<file path="config.mk">
export PLATFORM = sky130hd
export DESIGN_NAME = box_motion_ctrl
export DESIGN_NICKNAME = d
export VERILOG_FILES = /design/src/rtl/box_motion_ctrl.sv
export SDC_FILE = /design/constraint.sdc
export NUM_CORES = 1
export LEC_CHECK = 0
export ABC_AREA = 1
export CAP_MARGIN = 20
export CORE_ASPECT_RATIO = 1.5
export CORE_MARGIN = 3
export CORE_UTILIZATION = 58
export CTS_BUF_LIST = sky130_fd_sc_hd__clkbuf_2 sky130_fd_sc_hd__clkbuf_4 sky130_fd_sc_hd__clkbuf_8
export DETAILED_ROUTE_END_ITERATION = 10
export GPL_ROUTABILITY_DRIVEN = 0
export PLACE_DENSITY = 0.92
export SYNTH_ARGS = -nofsm -noshare
export SYNTH_HDL_FRONTEND = slang
export SYNTH_SLANG_ARGS = --single-unit
</file>
<file path="constraint.sdc">
create_clock -name clk -period 2.8 [get_ports clk]
set_clock_uncertainty 0.1 [all_clocks]
set_input_delay 0.56 -clock clk [delete_from_list [all_inputs] [get_ports clk]]
set_output_delay 0.56 -clock clk [all_outputs]
set_load 0.05 [all_outputs]
</file>
<file path="src/rtl/box_motion_ctrl.sv">
// box_motion_ctrl: frame-synchronous position controller for the bouncing-box renderer.
// The box advances once every FRAME_DIV accepted frame_start pulses. It clamps and
// reverses direction at the edges of the drawable area.
//
// Ports:
//   clk          pixel clock
//   rst          synchronous, active-high reset
//   frame_start  1-cycle pulse at start of vertical blank
//   enable       1 = accept frame_start; 0 = hold position (an update in flight completes)
//   box_x/box_y  published top-left corner, stable outside the commit cycle
//   pos_valid    1-cycle pulse in the cycle box_x/box_y take their new value
//   busy         high while an update is in CALC or COMMIT
//   hit_count    (only with BOX_MOTION_HIT_CNT_EN) number of updates with a direction flip
//
// Optional feature macro: BOX_MOTION_HIT_CNT_EN adds the hit_count output and its counter.
module box_motion_ctrl #(
  parameter int unsigned BOX_W     = 50,
  parameter int unsigned BOX_H     = 50,
  parameter int unsigned AREA_W    = 640,
  parameter int unsigned AREA_H    = 480,
  parameter int unsigned X_SPEED   = 1,
  parameter int unsigned Y_SPEED   = 1,
  parameter int unsigned FRAME_DIV = 1
) (
  input  logic        clk,
  input  logic        rst,
  input  logic        frame_start,
  input  logic        enable,
  output logic [15:0] box_x,
  output logic [15:0] box_y,
  output logic        pos_valid,
`ifdef BOX_MOTION_HIT_CNT_EN
  output logic [15:0] hit_count,
`endif
  output logic        busy
);

  if (AREA_W <= BOX_W) begin : g_bad_w
    $error("box_motion_ctrl: AREA_W must exceed BOX_W");
  end
  if (AREA_H <= BOX_H) begin : g_bad_h
    $error("box_motion_ctrl: AREA_H must exceed BOX_H");
  end
  if (FRAME_DIV == 0) begin : g_bad_div
    $error("box_motion_ctrl: FRAME_DIV must be at least 1");
  end

  // 17-bit so that pos + speed can never wrap before the limit compare.
  localparam logic [16:0] LimX = 17'(AREA_W - BOX_W);
  localparam logic [16:0] LimY = 17'(AREA_H - BOX_H);
  localparam logic [16:0] SpdX = 17'(X_SPEED);
  localparam logic [16:0] SpdY = 17'(Y_SPEED);

  localparam int unsigned CntW = (FRAME_DIV > 1) ? $clog2(FRAME_DIV) : 1;
  localparam logic [CntW-1:0] CntMax = CntW'(FRAME_DIV - 1);

  typedef enum logic [1:0] {StIdle, StCalc, StCommit} state_e;

  typedef struct packed {
    logic [15:0] pos;
    logic        fwd;
    logic        flip;
  } axis_t;

  // One bounce step on a single axis; fwd=1 means moving towards the far edge.
  function automatic axis_t axis_next(input logic [15:0] pos, input logic fwd,
                                      input logic [16:0] spd, input logic [16:0] lim);
    axis_t r;
    logic [16:0] ext;
    logic [16:0] sum;
    ext    = {1'b0, pos};
    sum    = ext + spd;
    r.pos  = pos;
    r.fwd  = fwd;
    r.flip = 1'b0;
    if (spd != 17'd0) begin
      if (fwd) begin
        if (sum >= lim) begin
          r.pos  = lim[15:0];
          r.fwd  = 1'b0;
          r.flip = 1'b1;
        end else begin
          r.pos = sum[15:0];
        end
      end else begin
        if (ext <= spd) begin
          r.pos  = 16'd0;
          r.fwd  = 1'b1;
          r.flip = 1'b1;
        end else begin
          r.pos = pos - spd[15:0];
        end
      end
    end
    return r;
  endfunction

  state_e         state_q, state_d;
  logic [CntW-1:0] frame_cnt_q, frame_cnt_d;
  logic [15:0]    box_x_q, box_y_q;
  logic           dir_x_q, dir_y_q;
  axis_t          nxt_x, nxt_y;

  always_comb begin
    nxt_x = axis_next(box_x_q, dir_x_q, SpdX, LimX);
    nxt_y = axis_next(box_y_q, dir_y_q, SpdY, LimY);
  end

  always_comb begin
    state_d     = state_q;
    frame_cnt_d = frame_cnt_q;
    unique case (state_q)
      StIdle: begin
        if (frame_start && enable) begin
          if (frame_cnt_q == CntMax) begin
            frame_cnt_d = '0;
            state_d     = StCalc;
          end else begin
            frame_cnt_d = frame_cnt_q + 1'b1;
          end
        end
      end
      StCalc:   state_d = StCommit;
      StCommit: state_d = StIdle;
      default:  state_d = StIdle;
    endcase
  end

  // The computed step is registered on the CALC->COMMIT edge, so the new position and
  // pos_valid are visible together for the whole COMMIT cycle.
  always_ff @(posedge clk) begin
    if (rst) begin
      state_q     <= StIdle;
      frame_cnt_q <= '0;
      box_x_q     <= '0;
      box_y_q     <= '0;
      dir_x_q     <= 1'b1;
      dir_y_q     <= 1'b1;
    end else begin
      state_q     <= state_d;
      frame_cnt_q <= frame_cnt_d;
      if (state_q == StCalc) begin
        box_x_q <= nxt_x.pos;
        box_y_q <= nxt_y.pos;
        dir_x_q <= nxt_x.fwd;
        dir_y_q <= nxt_y.fwd;
      end
    end
  end

`ifdef BOX_MOTION_HIT_CNT_EN
  logic [15:0] hit_cnt_q;

  // A corner hit flips both axes but counts as a single hit; wraps naturally at 0xFFFF.
  always_ff @(posedge clk) begin
    if (rst) begin
      hit_cnt_q <= '0;
    end else if (state_q == StCalc && (nxt_x.flip || nxt_y.flip)) begin
      hit_cnt_q <= hit_cnt_q + 16'd1;
    end
  end

  assign hit_count = hit_cnt_q;
`endif

  assign box_x     = box_x_q;
  assign box_y     = box_y_q;
  assign pos_valid = (state_q == StCommit);
  assign busy      = (state_q != StIdle);

endmodule

</file>
==> flow_summary.toml <==
[outcome]
outcome = "finished clean"

[worst_setup_path]
cp-end-kind = "flip-flop"
startpoint_type = "flip-flop"
cp_top_family = "simple AND/OR/NAND/NOR gates"
crit_fanout = 9
r2r_slack_ps = 290
critPathKind = "flip-flop to flip-flop"
critPathBufInv = 1
path_cells = "ha_1, nand2_1, nor2_1, nand3_1, nand2_1, nand2_1, inv_1, nand2_1, nor2_1, nand2_1, nor2_4, nand2_2, nor2_4, nand2_1, a21oi_1"
slowest_stage = "dfxtp_1"
cp_slowest_stage_delay_ps = 510
cp.arrival_ps = 2630
cp_common_cell = "nand2_1"
worst-endpoint-required_ps = 2920

[clocking]
cts_tree = "yes"
postCtsHoldBufs = 0
cts_buffers = 5
clkSlewWorstSetupHoldPaths_ps = 70
clk_path_buf_depth = 2
postCtsSetupBuffers = 0
ctsResizeCount = 0
clk_latency_ps = 290
cts-root-buf = "clkbuf_8"
clock-sinks = 36
htreeDepth = 2

[synthesis]
ys_ff_latch = 36
async_flop_share_pct = 0
synthDistinctLibCells = 35
ys_seq_area_share_pct = 23.24
synth_edf_count = 0
postSynthNetCount = 529
ys.flop_type = "dfxtp_1"
ys_warn_count = 0
syn_area_sq_um = 3102
synth_area_per_cell_sq_um = 5.976
synth_cells = 519

[sta]
grt_setup_unrepaired = "false"
maxSlewViolCount = 0
tightest_slew_ps = 503.0
finalCritPeriodShare_pct = 89.75
slew-limit-headroom_pct = 66.36
finalSetupTns_ps = 0
finalHoldViolations = 0
fin_crit_ps = 2513
finalSetupViolations = 0
fmax_mhz = 397.9

[placement]
hpwl_microns = 6552
port_buffers = 37
place_area_sq_um = 3497

[layout]
fillers = 424
n_antenna_cell = 0
drive_gt1_share_pct = 4.936
areaGrowthSynthToFinish_pct = 15.85
fin_nets = 557
finish.instance_area_sq_um = 3593

[route]
vias_per_cell = 5.820
drtPass1Iterations = 7
first_iter_violations = 328
dr_total_vias = 3579
drt_drc_violations_left = 0
wire_per_inst_microns = 14.12
ant_nets = 0
wirelength_microns = 8682

[power_and_ir_drop]
ir_drop_mv = 0.1813
p_leak_uw = 0.001530
power_density_nw_per_um2 = 426.0

[floorplanning]
die_x_microns = 65.71
die-area_sq_um = 6280
start_util_pct = 60.05
die_h_microns = 95.57
core_sq_um = 5165
io-pin-count = 38
rows = 32

[job]
cap_viol_max_count = 0

[grt]
grt_pass1_vias = 3469
track_usage_pct = 29.22
grt_pass1_wl_microns = 14710
grt_start_max_net_pins = 31
grt_antenna_before_repair = 0
grt_overflow_total = 0

[min_path]
hold_class = "flip-flop to flip-flop"
==> cell families (layout without fill, tap and decap cells) <==
group	Yosys count	after routing	synth area share [%]
xor gates and xnor gates	31	31	8.754
and+or+nand+nor	280	280	39.61
AOI/OAI and AO/OA	83	83	15.21
DFF	36	36	23.24
adders and majority gates	6	6	2.420
buffers and inverters	83	111	10.77
==> per-layer routing <==
| metal | vias up | GRT usage [%] | share of wire (%) | wire length [microns] |
|---|---|---|---|---|
| met5 | - | 0 | 0 | 0 |
| met1 | 1576 | 30.62 | 36 | 3101 |
| met2 | 205 | 54.39 | 52 | 4558 |
| li1 | 1739 | - | - | - |
| met4 | 0 | 18.51 | 5.6 | 482 |
| met3 | 59 | 2.594 | 6.2 | 540 |
==> synthesized netlist by cell type (2+ instances only) <==
library cell,instances,area share (%)
a211oi_1,5,1.2
a21oi_1,37,6.0
a311oi_1,2,0.56
a31oi_1,5,1.0
buf_2,6,0.97
buf_4,3,0.73
clkbuf_1,10,1.2
clkbuf_2,3,0.48
dfxtp_1,36,23
ha_1,6,2.4
inv_1,61,7.4
nand2_1,135,16
nand3_1,39,6.3
nand4_1,18,3.6
nor2_1,60,7.3
nor2_2,6,1.2
nor2_4,4,1.5
nor3_1,11,1.8
nor3_2,2,0.65
o21ai_0,24,3.9
o21bai_1,2,0.48
o31ai_1,2,0.48
xnor2_1,6,1.7
xor2_1,25,7.1
==> cell type report <==
type / instances / area (sq um) / share of cell area, %
inverters: 61 / 229.0 / 6.372
flip-flops and latches: 36 / 720.7 / 20.06
well taps: 68 / 85.08 / 2.368
clock buffers: 7 / 96.34 / 2.681
repair buffers: 43 / 415.4 / 11.56
multi-input cells: 400 / 2047 / 56.96
==> path summary, 6_finish.rpt <==
kind | start | to | cells past startpoint
worst max-delay path | box_x[0]$_SDFFE_PP0N_ | box_x[4]$_SDFFE_PP0N_ | 15
worst min-delay path | state_q[0]$_SDFFE_PP0P_ | state_q[0]$_SDFFE_PP0P_ | 3
worst max register to register | box_x[0]$_SDFFE_PP0N_ | box_x[4]$_SDFFE_PP0N_ | 15
worst min register to register | state_q[0]$_SDFFE_PP0P_ | state_q[0]$_SDFFE_PP0P_ | 3
==> cells in the final DEF (no fill, tap or decap), types with 7 or more instances in the layout <==
master           instances
clkbuf_8                 7
o21ai_0                 24
nand4_1                 18
inv_1                   61
nor3_1                  11
dfxtp_1                 36
xor2_1                  25
clkdlybuf4s50_1         37
nand2_1                135
a21oi_1                 37
nand3_1                 39
nor2_1                  60
==> worst register-to-register path, stage by stage, from the launching register on <==
cell,delay (ps)
dfxtp_1,510
ha_1,350
nand2_1,120
nor2_1,270
nand3_1,110
nand2_1,70
nand2_1,50
inv_1,40
nand2_1,50
nor2_1,80
nand2_1,90
nor2_4,190
nand2_2,100
nor2_4,130
nand2_1,70
a21oi_1,140
==> where the power goes <==
part	internal (uW)	switching [uW]
registers	538	54.1
logic	178	354
clock network	219	188
total	935	596
==> registers in the layout, indices dropped and copies added (netlist names) <==
register	count
box_x	16
box_y	16
dir_x_q	1
dir_y_q	1
state_q	2
==> per-stage QoR <==
step | instances | hold slack (ps) | utilization, % | worst slack [ps] | power [uW]
global placement | 608 | 424.9 | 67.71 | 410.7 | 1107
floorplan | 519 | 410.0 | - | 388.9 | 988.9
CTS | 615 | 438.7 | 69.57 | 295.0 | 1528
finish | 615 | 438.4 | 69.57 | 286.9 | 1531
global route | 615 | 485.2 | 69.57 | 32.80 | 1610
detailed placement | 608 | 428.8 | 67.71 | 304.4 | 1124
Power figures use the tool's default switching activity.
